[src/rtl/version_beacon_tx.sv]
// Serialises the build-identification constants into a 13-byte frame on a
// byte-wide valid/ready stream, on request and/or on a periodic beacon.
module version_beacon_tx #(
  parameter logic [7:0]  SYNC_BYTE     = 8'hA5,
  parameter logic [7:0]  VER_MAJOR     = 8'd0,
  parameter logic [7:0]  VER_MINOR     = 8'd0,
  parameter logic [7:0]  VER_PATCH     = 8'd0,
  parameter logic [7:0]  VER_BUILD     = 8'd0,
  parameter logic [15:0] VER_YEAR      = 16'h0000,
  parameter logic [7:0]  VER_MONTH     = 8'h00,
  parameter logic [7:0]  VER_DAY       = 8'h00,
  parameter logic [7:0]  VER_HOUR      = 8'h00,
  parameter logic [7:0]  VER_MINUTE    = 8'h00,
  parameter logic [7:0]  VER_SECOND    = 8'h00,
  parameter int unsigned BEACON_PERIOD = 0
) (
  input  logic        clk,
  input  logic        rst,
  input  logic        req_i,
  output logic [7:0]  tx_data_o,
  output logic        tx_valid_o,
  input  logic        tx_ready_i,
  output logic        busy_o,
  output logic        frame_done_o,
  output logic [15:0] frame_count_o
);

  // Wrapping 8-bit sum of bytes 1..11; CHK makes bytes 1..12 sum to zero.
  localparam logic [7:0] PAYLOAD_SUM = VER_MAJOR + VER_MINOR + VER_PATCH + VER_BUILD
                                     + VER_YEAR[15:8] + VER_YEAR[7:0] + VER_MONTH
                                     + VER_DAY + VER_HOUR + VER_MINUTE + VER_SECOND;
  localparam logic [7:0]  CHK         = 8'h00 - PAYLOAD_SUM;
  localparam logic [31:0] BEACON_LAST = BEACON_PERIOD - 1;

  typedef enum logic [1:0] {IDLE, SEND, DONE} state_t;

  state_t      state_q, state_d;
  logic [3:0]  idx_q, idx_d;
  logic        pending_q, pending_d;
  logic [31:0] beacon_cnt_q;
  logic [15:0] frame_cnt_q;
  logic        beacon_tick;
  logic        trig_ev;

  function automatic logic [7:0] frame_byte(input logic [3:0] idx);
    case (idx)
      4'd0:    frame_byte = SYNC_BYTE;
      4'd1:    frame_byte = VER_MAJOR;
      4'd2:    frame_byte = VER_MINOR;
      4'd3:    frame_byte = VER_PATCH;
      4'd4:    frame_byte = VER_BUILD;
      4'd5:    frame_byte = VER_YEAR[15:8];
      4'd6:    frame_byte = VER_YEAR[7:0];
      4'd7:    frame_byte = VER_MONTH;
      4'd8:    frame_byte = VER_DAY;
      4'd9:    frame_byte = VER_HOUR;
      4'd10:   frame_byte = VER_MINUTE;
      4'd11:   frame_byte = VER_SECOND;
      4'd12:   frame_byte = CHK;
      default: frame_byte = 8'h00;
    endcase
  endfunction

  assign beacon_tick = (BEACON_PERIOD != 0) && (beacon_cnt_q == BEACON_LAST);
  assign trig_ev     = req_i | beacon_tick;

  always_ff @(posedge clk) begin
    if (rst) begin
      beacon_cnt_q <= 32'd0;
    end else if (BEACON_PERIOD != 0) begin
      beacon_cnt_q <= beacon_tick ? 32'd0 : beacon_cnt_q + 32'd1;
    end
  end

  always_ff @(posedge clk) begin
    if (rst) begin
      state_q     <= IDLE;
      idx_q       <= 4'd0;
      pending_q   <= 1'b0;
      frame_cnt_q <= 16'd0;
    end else begin
      state_q   <= state_d;
      idx_q     <= idx_d;
      pending_q <= pending_d;
      if (state_q == DONE) frame_cnt_q <= frame_cnt_q + 16'd1;
    end
  end

  always_comb begin
    state_d   = state_q;
    idx_d     = idx_q;
    pending_d = pending_q;
    case (state_q)
      IDLE: begin
        if (trig_ev || pending_q) begin
          state_d   = SEND;
          idx_d     = 4'd0;
          pending_d = 1'b0;
        end
      end
      SEND: begin
        // Any number of triggers during a frame collapse into one follow-up.
        if (trig_ev) pending_d = 1'b1;
        if (tx_ready_i) begin
          if (idx_q == 4'd12) state_d = DONE;
          else                idx_d   = idx_q + 4'd1;
        end
      end
      DONE: begin
        if (trig_ev || pending_q) begin
          state_d   = SEND;
          idx_d     = 4'd0;
          pending_d = 1'b0;
        end else begin
          state_d = IDLE;
        end
      end
      default: state_d = IDLE;
    endcase
  end

  assign tx_valid_o    = (state_q == SEND);
  assign tx_data_o     = (state_q == SEND) ? frame_byte(idx_q) : 8'h00;
  assign busy_o        = (state_q != IDLE);
  assign frame_done_o  = (state_q == DONE);
  assign frame_count_o = frame_cnt_q;

endmodule

[config.mk]
export PLATFORM = sky130hd
export DESIGN_NAME = version_beacon_tx
export DESIGN_NICKNAME = d
export VERILOG_FILES = /design/src/rtl/version_beacon_tx.sv
export SDC_FILE = /design/constraint.sdc
export NUM_CORES = 1
export LEC_CHECK = 0
export CORE_MARGIN = 5
export CORE_UTILIZATION = 47
export DETAILED_ROUTE_END_ITERATION = 12
export MAX_ROUTING_LAYER = met4
export PLACE_DENSITY = 0.84
export SLEW_MARGIN = 30
export SYNTH_ARGS = -nofsm -noshare
export SYNTH_HDL_FRONTEND = slang
export SYNTH_SLANG_ARGS = --single-unit
[constraint.sdc]
create_clock -name clk -period 1.9 [get_ports clk]
set_clock_uncertainty 0.1 [all_clocks]
set_input_delay 0.57 -clock clk [delete_from_list [all_inputs] [get_ports clk]]
set_output_delay 0.57 -clock clk [all_outputs]
set_load 0.02 [all_outputs]
==> metrics.txt <==
status=finished clean; worst hold path depth=2; CP max FO=6; CP endpoint kind=output port; antenna-violating nets left=0; num rows=18; post-synth top area cell=dfxtp_1; count of final setup violators=0; initial antenna violation count=0; max-cap check violation count=0; TNS Setup=0 ns; final cell count without fillers=about 210; total routed wirelength=around 2.8 mm; Tot GR Track Use=17.20%; CTS Hold Buffers Added=0; Post-synth EDFFs=0; I/O pin count=31; Worst Path Required=1.23 ns; Synth cell types=37; critical path's largest stage delay=roughly 0.48 ns; via count=1120; Top FF cell, synth=dfxtp_1; GP Congestion=around 0.9; Root Buffer=clkbuf_4; top-count cell post-synth=dfxtp_1; Mapped Area=1200 sq um; Syn-to-layout area delta=31.18%; synthesized instance count=140; Top Usage Layer GRT=met2; Cell Area, Placed=around 1600 sq um; Starting Density=between 40% and 50%; top cells by area, synth=dfxtp_1 40%, nor2_1 4.7%, buf_4 4.4%; DR pass1 iterations=4; CTS Sinks=24; TritonCTS clock tree=yes; syn_area_per_cell=8.571 sq um; die span in y=60.53 um; Final HPWL DP=2.252 mm; post_cts resized=43; vias per cell=about 5.4; startpoint types=register; CTS H-tree depth=1; Setup Crit Path Kind=reg2out; Async SR Flop Fraction=0%; fmax=approximately 540 MHz; CP top delay family=flip-flops; IO Port Bufs=26; share of cells above drive strength 1=about a fifth; design area=approximately 1600 sq um; power density over the cells=~640 nW/um^2; DR DRC count=0; met2 Use GR=between 30% and 40%; Core Box Area=2455 sq um; vias in the first global route=approximately 1100; post-layout util=64.12%; Clock Latency Late Sink=around 0.33 ns; Crit-path slowest cell=dfxtp_1; Crit path depth=1; fin crit share=97.79%; largest net degree at the start of global routing=15; peak supply drop=approximately 470 uV; die area=3663 sq um; most frequent cells after synthesis=24 x dfxtp_1, 15 x nor2_1, 9 x inv_1; reg2reg path depth=4; Clock Path Buffers=2; Yosys warning count=0; Hold Crit Class=reg2reg; grt met3 use=between 3 and 4%; Worst Path Arrival=between 1 and 1.5 ns; Worst-path clk slew=between 0.15 and 0.2 ns; multi-input logic area=about 640 sq um; sequential element share of the synthesized area=between 40% and 50%; Register Area=between 400 and 500 sq um; nets=~190; Hold Vio Cnt, Final=0; total gr overflow=0; CP bufs+invs=1; n_diodes=0; die width=between 60 and 70 um; iteration-0 DRC count of the detailed router=40; Fillers=240; number of setup buffers added after CTS=0; Slew Viols, Final=0; Inserted Clock Buffers=3; global-route wire length before repair=between 4 and 5 mm; GR Util met1=17.70%; clock period minus worst slack=about 1.9 ns; CP cell instances=dlygate4sd2_1; Tot Pwr=1.011 mW; Synth top area share=40.04%; routed length per instance=around 14 um; placed insts=203; Leak=0.6857 nW; RSZ-0062 raised after global routing=yes; flops & latches, synth=24
## sequential cells by signal, summed over array words and instances (netlist names), named ones only
register,flops
frame_count_o,16
idx_q,4
pending_q,1
state_q,2
## through the flow
step	worst slack (ns)	hold WS [ns]
after detailed placement	-0.2798	0.3664
after global placement	-0.09939	0.3619
after global routing	-0.01503	0.4205
after CTS	0.009345	0.3962
final	0.04207	0.3907
after floorplan	0.01691	0.3373
## kinds of logic after synthesis
group	share of synthesized area [%]
AND/OR/NAND/NOR	26.69
XOR/XNOR	7.299
other	0.3125
adder cells (fa/ha/maj)	3.129
buffers and inverters	8.446
AO/OA/AOI/OAI	9.802
flip-flops	40.04
multiplexers	4.275
## placed cells by master, fill, tap and decap left out, types with 2 or more instances in the layout
cell,count
dfxtp_1,22
dlygate4sd2_1,16
buf_4,16
nor2_1,15
inv_1,9
a21oi_1,8
nand3_1,7
nand2_1,7
xnor2_1,6
buf_2,5
o21ai_0,4
xor2_1,4
mux2i_1,4
conb_1,4
o31ai_1,3
or4_1,3
nand4_1,3
ha_1,3
clkbuf_4,3
clkdlybuf4s50_1,3
or2_2,2
nor2b_1,2
nor4_1,2
nor3_1,2
or3_1,2
nor3b_1,2
## power breakdown
group          switching [mW]  internal (mW)  leakage [nW]  total, mW
sequential            0.00405          0.508         0.195      0.512
combinational          0.0664         0.0516         0.463      0.118
clock                   0.167          0.213        0.0279      0.381
## worst register-to-register path, cell delays in order (launching register included)
cell and delay [ns]:
dfxtp_1 0.48, nand4_2 0.20, or2_4 0.31, or4_1 0.51, a21oi_1 0.14
## final cells by class
| cell class | count | area share, % |
|---|---|---|
| Inverter | 9 | 2.146 |
| Timing Repair Buffer | 41 | 20.75 |
| Multi-Input combinational cell | 99 | 40.54 |
| Tap cell | 30 | 2.385 |
| Clock inverter | 1 | 1.908 |
| Clock buffer | 3 | 1.431 |
| Sequential cell | 24 | 30.84 |
## worst paths after layout
kind,startpoint,to,slack [ns]
setup / recovery,frame_count_o[4]$_SDFFE_PP0N_,frame_count_o[4],0.04
hold / removal,frame_count_o[15]$_SDFFE_PP0N_,frame_count_o[15]$_SDFFE_PP0N_,0.39
setup reg to reg,frame_count_o[4]$_SDFFE_PP0N_,frame_count_o[15]$_SDFFE_PP0N_,0.08
hold reg to reg,frame_count_o[15]$_SDFFE_PP0N_,frame_count_o[15]$_SDFFE_PP0N_,0.39
## metal layers
layer | share of wire, % | routed length [um]
met1 | 41 | 1158
met2 | 53 | 1480
met3 | 4.4 | 123
met4 | 1.9 | 54
met5 | 0 | 0
(Power assumes the default switching activity.)
